$ cat src/rtl/psm_regulator_nch_pkg.sv
// Shared types and defaults for the pulse-skipping regulator.
// State encoding, width helpers and default threshold constants.
package psm_pkg;

  typedef enum logic [1:0] {
    SOFT  = 2'd0,
    REG   = 2'd1,
    CLAMP = 2'd2,
    HOLD  = 2'd3
  } psm_state_t;

  localparam int DEF_NCH             = 2;
  localparam int DEF_ADC_W           = 12;
  localparam int DEF_RESOLUTION      = 9;
  localparam int DEF_DUTY            = 225;
  localparam int DEF_LOW_OFF         = 50;
  localparam int DEF_HIGH_OFF        = 50;
  localparam int DEF_EMERG_TH        = 600;
  localparam int DEF_EMERG_TH_SHARED = 300;
  localparam int DEF_OV_TH           = 180;
  localparam int DEF_HOLD_CYC        = 7;
  localparam int DEF_SS_STEP         = 16;

  function automatic int err_width(input int adc_w);
    return adc_w + 1;
  endfunction

  function automatic int chan_width(input int nch);
    return (nch > 1) ? $clog2(nch) : 1;
  endfunction

endpackage

$ cat src/rtl/psm_regulator_nch_if.sv
// Sample input and per-channel decision bus of the regulator.
// master drives samples and references, slave is the regulator.
interface psm_regulator_nch_if
  import psm_pkg::*;
#(
  parameter int NCH   = DEF_NCH,
  parameter int ADC_W = DEF_ADC_W
);
  localparam int EW = err_width(ADC_W);
  localparam int CW = chan_width(NCH);

  logic [ADC_W-1:0]     volt_in;
  logic [CW-1:0]        chan_in;
  logic                 drdy_in;
  logic [NCH*ADC_W-1:0] v_ref;
  logic [NCH-1:0]       psm_request;
  logic [NCH*EW-1:0]    error_out;
  logic [NCH-1:0]       emergency;
  logic [NCH-1:0]       clamp_active;
  logic                 load_sharing;

  modport master (
    output volt_in, chan_in, drdy_in, v_ref,
    input  psm_request, error_out, emergency, clamp_active, load_sharing
  );

  modport slave (
    input  volt_in, chan_in, drdy_in, v_ref,
    output psm_request, error_out, emergency, clamp_active, load_sharing
  );
endinterface

$ cat src/rtl/psm_regulator_nch_pwm.sv
// Free-running PWM counter with one phase-shifted duty comparator per channel.
// Offsets spread channels evenly over the period so their pulses interleave.
module psm_pwm_phase #(
  parameter int NCH        = 2,
  parameter int RESOLUTION = 9,
  parameter int DUTY       = 225
) (
  input  logic           clk,
  input  logic           reset_in,
  output logic [NCH-1:0] pwm
);
  logic [RESOLUTION-1:0] r_cnt;

  always_ff @(posedge clk or negedge reset_in) begin
    if (!reset_in) r_cnt <= '0;
    else           r_cnt <= r_cnt + 1'b1;
  end

  for (genvar c = 0; c < NCH; c++) begin : g_phase
    localparam logic [RESOLUTION-1:0] OFF = RESOLUTION'((c * (2 ** RESOLUTION)) / NCH);
    logic [RESOLUTION-1:0] w_phase;
    // Addition wraps naturally at the counter width, giving the modulo.
    assign w_phase = r_cnt + OFF;
    assign pwm[c]  = 32'(w_phase) < 32'(DUTY);
  end
endmodule

$ cat src/rtl/psm_regulator_nch.sv
// Multi-channel pulse-skipping regulator: per-channel hysteresis, emergency boost, OV clamp+hold.
// Optional reference soft-start under PSM_SOFTSTART_EN; outputs registered one cycle after a sample.
module psm_regulator_nch
  import psm_pkg::*;
#(
  parameter int NCH             = DEF_NCH,
  parameter int ADC_W           = DEF_ADC_W,
  parameter int RESOLUTION      = DEF_RESOLUTION,
  parameter int DUTY            = DEF_DUTY,
  parameter int LOW_OFF         = DEF_LOW_OFF,
  parameter int HIGH_OFF        = DEF_HIGH_OFF,
  parameter int EMERG_TH        = DEF_EMERG_TH,
  parameter int EMERG_TH_SHARED = DEF_EMERG_TH_SHARED,
  parameter int OV_TH           = DEF_OV_TH,
  parameter int HOLD_CYC        = DEF_HOLD_CYC,
  parameter int SS_STEP         = DEF_SS_STEP
) (
  input logic               clk,
  input logic               reset_in,
  psm_regulator_nch_if.slave bus
);
  localparam int EW = err_width(ADC_W);
  localparam int TW = ADC_W + 2;
  localparam int CW = chan_width(NCH);
  localparam int HW = $clog2(HOLD_CYC + 2);

  localparam logic signed [TW-1:0] LO_T   = TW'(LOW_OFF);
  localparam logic signed [TW-1:0] HI_T   = TW'(HIGH_OFF);
  localparam logic signed [TW-1:0] OVV_T  = TW'(HIGH_OFF + 5);
  localparam logic signed [TW-1:0] OV_T   = TW'(OV_TH);
  localparam logic signed [TW-1:0] EM_T   = TW'(EMERG_TH);
  localparam logic signed [TW-1:0] EMS_T  = TW'(EMERG_TH_SHARED);
  localparam logic signed [TW-1:0] ZERO_T = '0;
`ifdef PSM_SOFTSTART_EN
  localparam psm_state_t RST_STATE = SOFT;
`else
  localparam psm_state_t RST_STATE = REG;
`endif

  logic [NCH-1:0] w_pwm;
  logic [NCH-1:0] w_reg_vec;
  logic           r_ls;

  psm_pwm_phase #(
    .NCH       (NCH),
    .RESOLUTION(RESOLUTION),
    .DUTY      (DUTY)
  ) u_pwm (
    .clk     (clk),
    .reset_in(reset_in),
    .pwm     (w_pwm)
  );

  // Built from registered flags, so it trails a flag change by one cycle.
  always_ff @(posedge clk or negedge reset_in) begin
    if (!reset_in) r_ls <= 1'b0;
    else           r_ls <= ($countones(w_reg_vec) >= 2);
  end
  assign bus.load_sharing = r_ls;

  for (genvar c = 0; c < NCH; c++) begin : g_ch
    psm_state_t            r_state, w_state_nx;
    logic [HW-1:0]         r_hold, w_hold_nx;
    logic [ADC_W-1:0]      w_vref, w_ref_use;
    logic                  w_hit, w_ov, w_set, w_clr;
    logic                  w_reg_nx, w_emerg_nx, w_req_nx;
    logic signed [EW-1:0]  w_err;
    logic signed [TW-1:0]  w_err_t, w_ref_t, w_v_t, w_th;
    logic                  r_reg, r_emerg, r_req, r_clamp;
    logic [EW-1:0]         r_err;

    assign w_vref = bus.v_ref[c*ADC_W +: ADC_W];
    assign w_hit  = bus.drdy_in && (bus.chan_in == CW'(c));

`ifdef PSM_SOFTSTART_EN
    logic [ADC_W-1:0] r_ref_eff;
    logic [ADC_W:0]   w_ramp;
    // Ramp saturates at v_ref; a lowered v_ref pulls the reference down at once.
    assign w_ramp    = {1'b0, r_ref_eff} + (ADC_W+1)'(SS_STEP);
    assign w_ref_use = (r_state != SOFT) ? w_vref :
                       (w_ramp >= {1'b0, w_vref}) ? w_vref : w_ramp[ADC_W-1:0];

    always_ff @(posedge clk or negedge reset_in) begin
      if (!reset_in)  r_ref_eff <= '0;
      else if (w_hit) r_ref_eff <= (w_state_nx == SOFT) ? w_ref_use : w_vref;
    end
`else
    assign w_ref_use = w_vref;
`endif

    assign w_err   = $signed({1'b0, w_ref_use}) - $signed({1'b0, bus.volt_in});
    assign w_err_t = TW'(w_err);
    assign w_ref_t = $signed({2'b00, w_ref_use});
    assign w_v_t   = $signed({2'b00, bus.volt_in});
    assign w_ov    = (w_err_t < -OV_T) || (w_v_t > w_ref_t + OVV_T);
    assign w_set   = w_v_t < (w_ref_t - LO_T);
    assign w_clr   = w_v_t > (w_ref_t + HI_T);
    assign w_th    = (r_ls && (w_err_t > ZERO_T)) ? EMS_T : EM_T;

    always_comb begin
      w_state_nx = r_state;
      w_hold_nx  = r_hold;
      case (r_state)
        SOFT: begin
          if (w_ov)                         w_state_nx = CLAMP;
          else if (w_ref_use == w_vref)     w_state_nx = REG;
        end
        REG: begin
          if (w_ov) w_state_nx = CLAMP;
        end
        CLAMP: begin
          if (!w_ov) begin
            w_state_nx = HOLD;
            w_hold_nx  = HW'(HOLD_CYC);
          end
        end
        HOLD: begin
          if (w_ov) begin
            w_state_nx = CLAMP;
          end else if (r_hold <= HW'(1)) begin
            w_state_nx = REG;
            w_hold_nx  = '0;
          end else begin
            w_hold_nx  = r_hold - 1'b1;
          end
        end
        default: w_state_nx = RST_STATE;
      endcase

      w_reg_nx = r_reg;
      if (w_set)      w_reg_nx = 1'b1;
      else if (w_clr) w_reg_nx = 1'b0;
      if (w_state_nx != REG) w_reg_nx = 1'b0;

      w_emerg_nx = (w_err_t > w_th);
`ifdef PSM_SOFTSTART_EN
      if (w_state_nx == SOFT) w_emerg_nx = 1'b0;
`endif
      w_req_nx = (w_state_nx == REG) && ((w_pwm[c] && w_reg_nx) || w_emerg_nx);
    end

    always_ff @(posedge clk or negedge reset_in) begin
      if (!reset_in) begin
        r_state <= RST_STATE;
        r_hold  <= '0;
      end else if (w_hit) begin
        r_state <= w_state_nx;
        r_hold  <= w_hold_nx;
      end
    end

    always_ff @(posedge clk or negedge reset_in) begin
      if (!reset_in) begin
        r_reg   <= 1'b0;
        r_err   <= '0;
        r_emerg <= 1'b0;
        r_req   <= 1'b0;
        r_clamp <= 1'b0;
      end else if (w_hit) begin
        r_reg   <= w_reg_nx;
        r_err   <= w_err;
        r_emerg <= w_emerg_nx;
        r_req   <= w_req_nx;
        r_clamp <= (w_state_nx == CLAMP) || (w_state_nx == HOLD);
      end
    end

    assign w_reg_vec[c]                 = r_reg;
    assign bus.psm_request[c]           = r_req;
    assign bus.emergency[c]             = r_emerg;
    assign bus.clamp_active[c]          = r_clamp;
    assign bus.error_out[c*EW +: EW]    = r_err;
  end
endmodule

$ cat src/flat_wrapper.sv
// flat-port wrapper written by rule: the top's interface ports become plain ports
module psm_regulator_nch_flat import psm_pkg::*;
#(
  parameter int NCH             = DEF_NCH,
  parameter int ADC_W           = DEF_ADC_W,
  parameter int RESOLUTION      = DEF_RESOLUTION,
  parameter int DUTY            = DEF_DUTY,
  parameter int LOW_OFF         = DEF_LOW_OFF,
  parameter int HIGH_OFF        = DEF_HIGH_OFF,
  parameter int EMERG_TH        = DEF_EMERG_TH,
  parameter int EMERG_TH_SHARED = DEF_EMERG_TH_SHARED,
  parameter int OV_TH           = DEF_OV_TH,
  parameter int HOLD_CYC        = DEF_HOLD_CYC,
  parameter int SS_STEP         = DEF_SS_STEP
)
  (clk, reset_in, bus_volt_in, bus_chan_in, bus_drdy_in, bus_v_ref, bus_psm_request, bus_error_out, bus_emergency, bus_clamp_active, bus_load_sharing);
  psm_regulator_nch_if #(.NCH(NCH), .ADC_W(ADC_W)) bus_i ();
  input logic clk;
  input logic reset_in;
  input wire logic [$bits(bus_i.volt_in)-1:0] bus_volt_in;
  input wire logic [$bits(bus_i.chan_in)-1:0] bus_chan_in;
  input wire logic [$bits(bus_i.drdy_in)-1:0] bus_drdy_in;
  input wire logic [$bits(bus_i.v_ref)-1:0] bus_v_ref;
  output wire logic [$bits(bus_i.psm_request)-1:0] bus_psm_request;
  output wire logic [$bits(bus_i.error_out)-1:0] bus_error_out;
  output wire logic [$bits(bus_i.emergency)-1:0] bus_emergency;
  output wire logic [$bits(bus_i.clamp_active)-1:0] bus_clamp_active;
  output wire logic [$bits(bus_i.load_sharing)-1:0] bus_load_sharing;
  assign bus_i.volt_in = bus_volt_in;
  assign bus_i.chan_in = bus_chan_in;
  assign bus_i.drdy_in = bus_drdy_in;
  assign bus_i.v_ref = bus_v_ref;
  assign bus_psm_request = bus_i.psm_request;
  assign bus_error_out = bus_i.error_out;
  assign bus_emergency = bus_i.emergency;
  assign bus_clamp_active = bus_i.clamp_active;
  assign bus_load_sharing = bus_i.load_sharing;
  psm_regulator_nch #(.NCH(NCH), .ADC_W(ADC_W), .RESOLUTION(RESOLUTION), .DUTY(DUTY), .LOW_OFF(LOW_OFF), .HIGH_OFF(HIGH_OFF), .EMERG_TH(EMERG_TH), .EMERG_TH_SHARED(EMERG_TH_SHARED), .OV_TH(OV_TH), .HOLD_CYC(HOLD_CYC), .SS_STEP(SS_STEP)) u_core (.clk(clk), .reset_in(reset_in), .bus(bus_i));
endmodule
$ cat config.mk
export PLATFORM = sky130hd
export DESIGN_NAME = psm_regulator_nch_flat
export DESIGN_NICKNAME = d
export VERILOG_FILES = /design/src/rtl/psm_regulator_nch_pkg.sv /design/src/rtl/psm_regulator_nch_if.sv /design/src/rtl/psm_regulator_nch_pwm.sv /design/src/rtl/psm_regulator_nch.sv /design/src/flat_wrapper.sv
export SDC_FILE = /design/constraint.sdc
export NUM_CORES = 1
export LEC_CHECK = 0
export CELL_PAD_IN_SITES_DETAIL_PLACEMENT = 0
export CELL_PAD_IN_SITES_GLOBAL_PLACEMENT = 1
export CORE_UTILIZATION = 40
export DETAILED_ROUTE_END_ITERATION = 10
export GPL_ROUTABILITY_DRIVEN = 0
export PLACE_DENSITY_LB_ADDON = 0.1
export SLEW_MARGIN = 10
export SYNTH_ARGS = -nofsm -noshare
export SYNTH_HDL_FRONTEND = slang
export SYNTH_SLANG_ARGS = --single-unit
$ cat constraint.sdc
create_clock -name clk -period 2.59 [get_ports clk]
set_clock_uncertainty 0.2 [all_clocks]
set_input_delay 0.6475 -clock clk [delete_from_list [all_inputs] [get_ports clk]]
set_output_delay 0.6475 -clock clk [all_outputs]
set_load 0.03 [all_outputs]
==> flow_summary_export.csv, run 1 <==
group,metric,value,unit
synth,synth_nets,977,
global_route,grt_antenna_before_repair,0,
synth,syn_area_per_cell,8.212,um2
final_layout,n_antenna_cell,0,
synth,synthFlopType,"dfrtp_1",
timing,fmax,0.2254,GHz
final_layout,largest-register,"u_core.g_ch.r_err",
synth,synth_edf_count,0,
synth,synthTopCellsByArea,"ha_1, dfrtp_1, xnor2_1, nand2_1, o21ai_0",
clocking,cts_sinks,56,
synth,synth-warning-count,0,
die,io_pins,73,
power_and_ir_drop,leakagePower,4.989,nW
final_layout,largest_reg_flops,26,
placed_design,placed_area,9370,um2
run_status,violations,"negative setup slack",
die,fp.dieArea,17320,um2
global_route,grt_pass1_vias,7478,
die,die_h,131.6,um
detailed_routing,drc_errors,0,
detailed_routing,drt_iter0_markers,327,
placed_design,placedCellCount,1274,
detailed_routing,drt-vias-per-instance,5.373,
final_layout,reg_top3,"u_core.g_ch.r_err x26, u_core.u_pwm.r_cnt x9, u_core.g_ch.r_hold x8",
synth,synth_cells,818,
synth,yosys.area.top_type,"ha_1",
flow_run,cap_violations,0,
global_route,grt_first_pass_wirelength,38250,um
final_layout,multiInputGateArea,6262,um2
clocking,cts-root-buf,"clkbuf_16",
timing,worst_slack,-1847,ps
placed_design,dpl_worst_slack,-2543,ps
timing,period_share,171.3,%
timing,rsz0062_at_grt,"true",
final_layout,drive_gt1_share,42.47,%
placed_design,hpwl,17950,um
final_layout,syn_to_final_growth,64.95,%
synth,synth.distinct_cells,72,
critical_path,start_kind,"input port",
die,coreArea,16470,um2
critical_path,arrival,4410,ps
die,die-width,131.6,um
final_layout,nets,1274,
run_status,status,"finished, violations left",
final_layout,n_fill_cell,1308,
detailed_routing,vias,7178,
clocking,cts_buffers,5,
clocking,h-tree-depth,2,
timing,finalSetupViolations,27,
clocking,clk_latency,290,ps
final_layout,fin_cells,1336,
final_layout,register_area,1404,um2
synth,synth-seq-area-share,20.90,%
final_layout,layout_commonest_cell,"buf_4",
timing,hold_viol_final,0,
synth,syn_area,6718,um2
global_route,grt_util_all_layers,27.28,%
synth,ys_seq_elements,56,
detailed_routing,antenna_left,0,
detailed_routing,first_pass_iters,5,
timing,worst_pin_slew,486.2,ps
die,core.rowCount,47,
timing,drv_slew,0,
clocking,clkTransAtPathRegs,70,ps
clocking,cts_tree,"yes",
critical_path,cp_max_fo,3,
die,start_util,40.80,%
global_route,grt_overflow,0,
final_layout,final_cell_mix,"buf_4, nand2_1, ha_1, dfrtp_1, xnor2_1",
placed_design,port_buffers,72,
critical_path,worstSetupPathType,"input port to flop",
critical_path,endpoint_kind,"flop",
timing,period_needed,4437,ps
synth,synth_top_area_share,21.79,%
hold_path,worstHoldPathType,"input port to asynchronous set/reset pin",
detailed_routing,wl_per_cell,17.51,um
final_layout,fin_area,11080,um2
clocking,clock_path_buffers,2,
timing,whs,133.8,ps
synth,async_flop_share,100.0,%
power_and_ir_drop,powerDensity,429.4,nW/um2
power_and_ir_drop,power,0.004758,W
power_and_ir_drop,vdd_ir_drop_max,0.3323,mV
global_route,grt_max_degree,57,
critical_path,required,2560,ps
timing,relSlewSlack,67.31,%
detailed_routing,drt-total-wl,23400,um
report_power, final:
group	switching (W)	leakage, nW	internal (W)
combinational	0.00146	4.25	0.00145
sequential	0.000120	0.666	0.00103
clock	0.000330	0.0742	0.000363
total	0.00191	4.99	0.00284
per-layer routing:
layer	wire (um)	up-vias	global-route usage [%]
met4	631	0	8.463
met2	11340	159	47.18
met1	10610	3442	36.36
met3	809	41	1.466
met5	0	-	0
li1	-	3536	-
path summary, 6_finish.rpt:
check / to / start / slack (ps) / depth (start not counted)
worst max-delay path: u_core.g_ch[0].r_req$_DFFE_PN0P_ / bus_v_ref[0] / -1850 / 21
worst min-delay path: u_core.g_ch[1].r_err[5]$_DFFE_PN0P_ / reset_in / 130 / 2
worst max register to register: u_core.g_ch[0].r_req$_DFFE_PN0P_ / u_core.bus.load_sharing$_DFF_PN0_ / 40 / 11
worst min register to register: u_core.g_ch[0].r_err[10]$_DFFE_PN0P_ / u_core.g_ch[0].r_err[10]$_DFFE_PN0P_ / 280 / 2
max in group asynchronous: u_core.g_ch[0].r_state[0]$_DFFE_PN1P_ / reset_in / 1740 / 2
min in group clk: u_core.g_ch[0].r_err[10]$_DFFE_PN0P_ / u_core.g_ch[0].r_err[10]$_DFFE_PN0P_ / 280 / 2
cells by family after synthesis:
kind of cell,Yosys count,synth area share [%]
muxes,7,1.285
buffers and inverters,79,4.898
adders and majority gates,119,22.39
AOI/OAI and AO/OA,205,20.51
and+or+nand+nor,273,19.72
DFF,56,20.90
xor gates and xnor gates,79,10.30
repair_timing:
item / 4_1_cts / 5_1_grt
resized for setup: 221 / 105
endpoints found under the setup margin: 40 / 35
endpoints found under the hold margin: 0 / 0
hold buffers: 0 / 0
setup buffers: 60 / 19
pin swaps: 93 / 68
critical path, stage by stage:
cell      delay [ps]
buf_12           110
inv_16            40
ha_4             140
inv_2             40
fa_2             380
a21o_1           200
a221oi_4         290
buf_6            150
o311ai_4          80
o21a_1           210
nor2_2           160
xnor2_2          150
o311a_4          430
buf_6            130
ha_4             280
nand4_1          100
or3_1            310
a21oi_1          150
a21oi_1           60
o31ai_2          210
a22oi_1          100
cell type report:
class	count	area share, %
Multi-Input combinational cell	683	56.52
Timing Repair Buffer	324	25.00
Sequential cell	56	12.67
Tap cell	220	2.484
Inverter	45	1.999
Clock buffer	5	1.129
Clock inverter	3	0.2033
per-stage QoR:
step | TNS, ps | utilization (%)
final | -23210 | 67.29
after global routing | -26060 | 67.29
after CTS | -24060 | 64.84
after detailed placement | -53480 | 56.91
after global placement | -52030 | 56.91
after floorplan | -16990 | -
Yosys cell counts, drive strengths merged, types with 6 or more instances:
master / n
a211oi: 11
a21o: 17
a21oi: 46
and2: 6
and3: 8
buf: 11
clkbuf: 23
dfrtp: 54
ha: 117
inv: 45
mux2: 7
nand2: 99
nand2b: 15
nand3: 22
nand4: 11
nor2: 51
nor2b: 11
nor3: 18
o211ai: 8
o21a: 10
o21ai: 55
o311ai: 6
o31ai: 9
or3: 7
xnor2: 54
xor2: 25
(Power assumes the default switching activity.)
==> run 2: changes to the inputs <==
ABC_AREA = 1   (was unset)
CORE_UTILIZATION = 38   (was 40)
==> flow_summary_export.csv, run 2 <==
group,metric,value,unit
detailed_routing,drt-vias-per-instance,4.812,
clocking,clkTransAtPathRegs,80,ps
final_layout,largest_reg_flops,26,
die,die_h,139.6,um
global_route,grt_overflow,0,
final_layout,n_fill_cell,1680,
clocking,cts_sinks,56,
die,io_pins,73,
timing,period_share,143.5,%
die,coreArea,18270,um2
power_and_ir_drop,powerDensity,409.2,nW/um2
hold_path,worstHoldPathType,"input port to asynchronous set/reset pin",
run_status,violations,"negative setup slack",
final_layout,fin_util,62.72,%
final_layout,multiInputGateArea,6052,um2
final_layout,register_area,1404,um2
synth,syn_area,7193,um2
flow_run,cap_violations,0,
detailed_routing,first_pass_iters,4,
synth,yosys.area.top_type,"ha_1",
clocking,cts-root-buf,"clkbuf_16",
global_route,grt_antenna_before_repair,0,
timing,worst_slack,-1126,ps
synth,synth_top_area_share,20.35,%
critical_path,r2r_setup_slack,200,ps
final_layout,n_antenna_cell,0,
detailed_routing,antenna_left,0,
final_layout,largest-register,"u_core.g_ch.r_err",
critical_path,endpoint_kind,"flop",
die,start_util,39.37,%
synth,synthTopCellsByArea,"ha_1, dfrtp_1, nand2_1, inv_1, xor2_1",
clocking,cts_buffers,5,
final_layout,nets,1549,
synth,synth-warning-count,0,
synth,async_flop_share,100.0,%
power_and_ir_drop,leakagePower,5.930,nW
timing,rsz0062_at_grt,"true",
final_layout,drive_gt1_share,36.95,%
global_route,grt_max_degree,27,
global_route,grt_first_pass_wirelength,38120,um
clocking,clock_path_buffers,2,
clocking,clk_latency,300,ps
timing,hold_viol_final,0,
detailed_routing,wl_per_cell,14.33,um
timing,finalSetupViolations,20,
critical_path,reg2regPathDepth,16,
detailed_routing,vias,7795,
critical_path,worstSetupPathType,"input port to flop",
die,die-width,139.6,um
power_and_ir_drop,vdd_ir_drop_max,0.3178,mV
synth,ys_seq_elements,56,
synth,synth.distinct_cells,47,
timing,period_needed,3716,ps
final_layout,reg_top3,"u_core.g_ch.r_err x26, u_core.u_pwm.r_cnt x9, u_core.g_ch.r_hold x8",
final_layout,final_cell_mix,"nand2_1, buf_4, inv_1, ha_1, nand3_1",
die,fp.dieArea,19480,um2
timing,drv_slew,0,
final_layout,layout_commonest_cell,"nand2_1",
synth,synth-seq-area-share,19.52,%
final_layout,syn_to_final_growth,59.31,%
timing,fmax,0.2691,GHz
placed_design,port_buffers,72,
placed_design,hpwl,18000,um
detailed_routing,drt_iter0_markers,284,
timing,worst_pin_slew,726.2,ps
synth,synthFlopType,"dfrtp_1",
critical_path,cp_max_fo,3,
critical_path,start_kind,"input port",
synth,yosys-top-cells-count,"nand2_1, inv_1, ha_1",
global_route,grt_pass1_vias,7964,
synth,synth_cells,1070,
synth,syn_area_per_cell,6.723,um2
critical_path,slowest_stage,"fa_2",
critical_path,crit_top_cell,"nand2_1",
timing,tns,-10580,ps
run_status,status,"finished, violations left",
global_route,grt_util_all_layers,24.40,%
synth,synth_edf_count,0,
synth,synth_most_common_cell,"nand2_1",
clocking,cts_tree,"yes",
critical_path,arrival,3720,ps
critical_path,required,2600,ps
detailed_routing,drt-total-wl,23210,um
detailed_routing,drc_errors,0,
die,core.rowCount,49,
synth,synth_nets,1229,
critical_path,crit_path_max_incr_delay,400,ps
clocking,h-tree-depth,2,
timing,relSlewSlack,51.53,%
[run 2: cell count changes after synthesis, sizes merged, moves of 12 or more]
cell    delta
a21o      -15
xor2      +24
nand2b    -15
nand3     +64
nand4     +12
nand2    +225
nor2      +15
clkbuf    -16
inv      +121
xnor2     -42
o21ai     -12
[run 2: path summary, 6_finish.rpt]
path,startpoint,endpoint
worst max-delay path,bus_v_ref[12],u_core.g_ch[1].r_req$_DFFE_PN0P_
worst min-delay path,reset_in,u_core.g_ch[1].r_err[0]$_DFFE_PN0P_
worst max register to register,u_core.bus.load_sharing$_DFF_PN0_,u_core.g_ch[1].r_req$_DFFE_PN0P_
worst min register to register,u_core.u_pwm.r_cnt[0]$_DFF_PN0_,u_core.u_pwm.r_cnt[0]$_DFF_PN0_
max in group asynchronous,reset_in,u_core.g_ch[0].r_state[0]$_DFFE_PN1P_
min in group clk,u_core.u_pwm.r_cnt[0]$_DFF_PN0_,u_core.u_pwm.r_cnt[0]$_DFF_PN0_
[run 2: kinds of logic after synthesis]
group	synth area share (%)
flops	19.52
simple gates	33.00
compound gates	8.367
fa+ha+maj	20.91
xor+xnor	7.427
buf+inv	10.78
[run 2: per-layer routing]
layer,GRT usage [%],wire (um),vias up
met5,0,0,-
met3,2.719,628,25
li1,-,-,4097
met1,31.09,10790,3561
met2,43.48,11430,112
met4,6.593,354,0
[run 2: per-stage QoR]
stage / worst slack [ps] / power [W] / std cells / hold WS [ps] / area, um2
final: -1126 / 0.004689 / 1620 / 126.2 / 11460
after global placement: -1818 / 0.003489 / 1564 / 256.5 / 9906
after detailed placement: -1828 / 0.003513 / 1564 / 259.3 / 9906
after CTS: -1027 / 0.004533 / 1612 / 142.7 / 11000
after global routing: -1389 / 0.005081 / 1620 / 162.7 / 11460
after floorplan: -988.5 / 0.002496 / 1070 / 151.9 / 7413
[run 2: worst max-delay path: cells and delay by family]
family	cells	cell delay (ps)
fa+ha+maj	3	760
compound gates	2	290
simple gates	18	1500
buf+inv	6	520
[run 2: layout make-up]
cell class / count / area share [%]
sequential: 56 / 12.25
clock buffer: 5 / 1.092
clock inverter: 3 / 0.1856
timing repair buffer: 335 / 24.64
multi-input combinational: 823 / 52.81
inverter: 169 / 6.518
tap: 229 / 2.500
[run 2: timing repair]
action,CTS,global route
setup buffers,45,20
cloned,0,0
pin swaps,94,88
gates resized for setup,234,146
hold buffers,0,0
setup endpoints to repair,30,22
[run 2: power by group]
group	internal, W	total, W	leakage [nW]	switching [W]
Combinational	0.00133	0.00284	5.18	0.00151
Clock	0.000362	0.000704	0.0702	0.000343
Sequential	0.00103	0.00115	0.679	0.000119
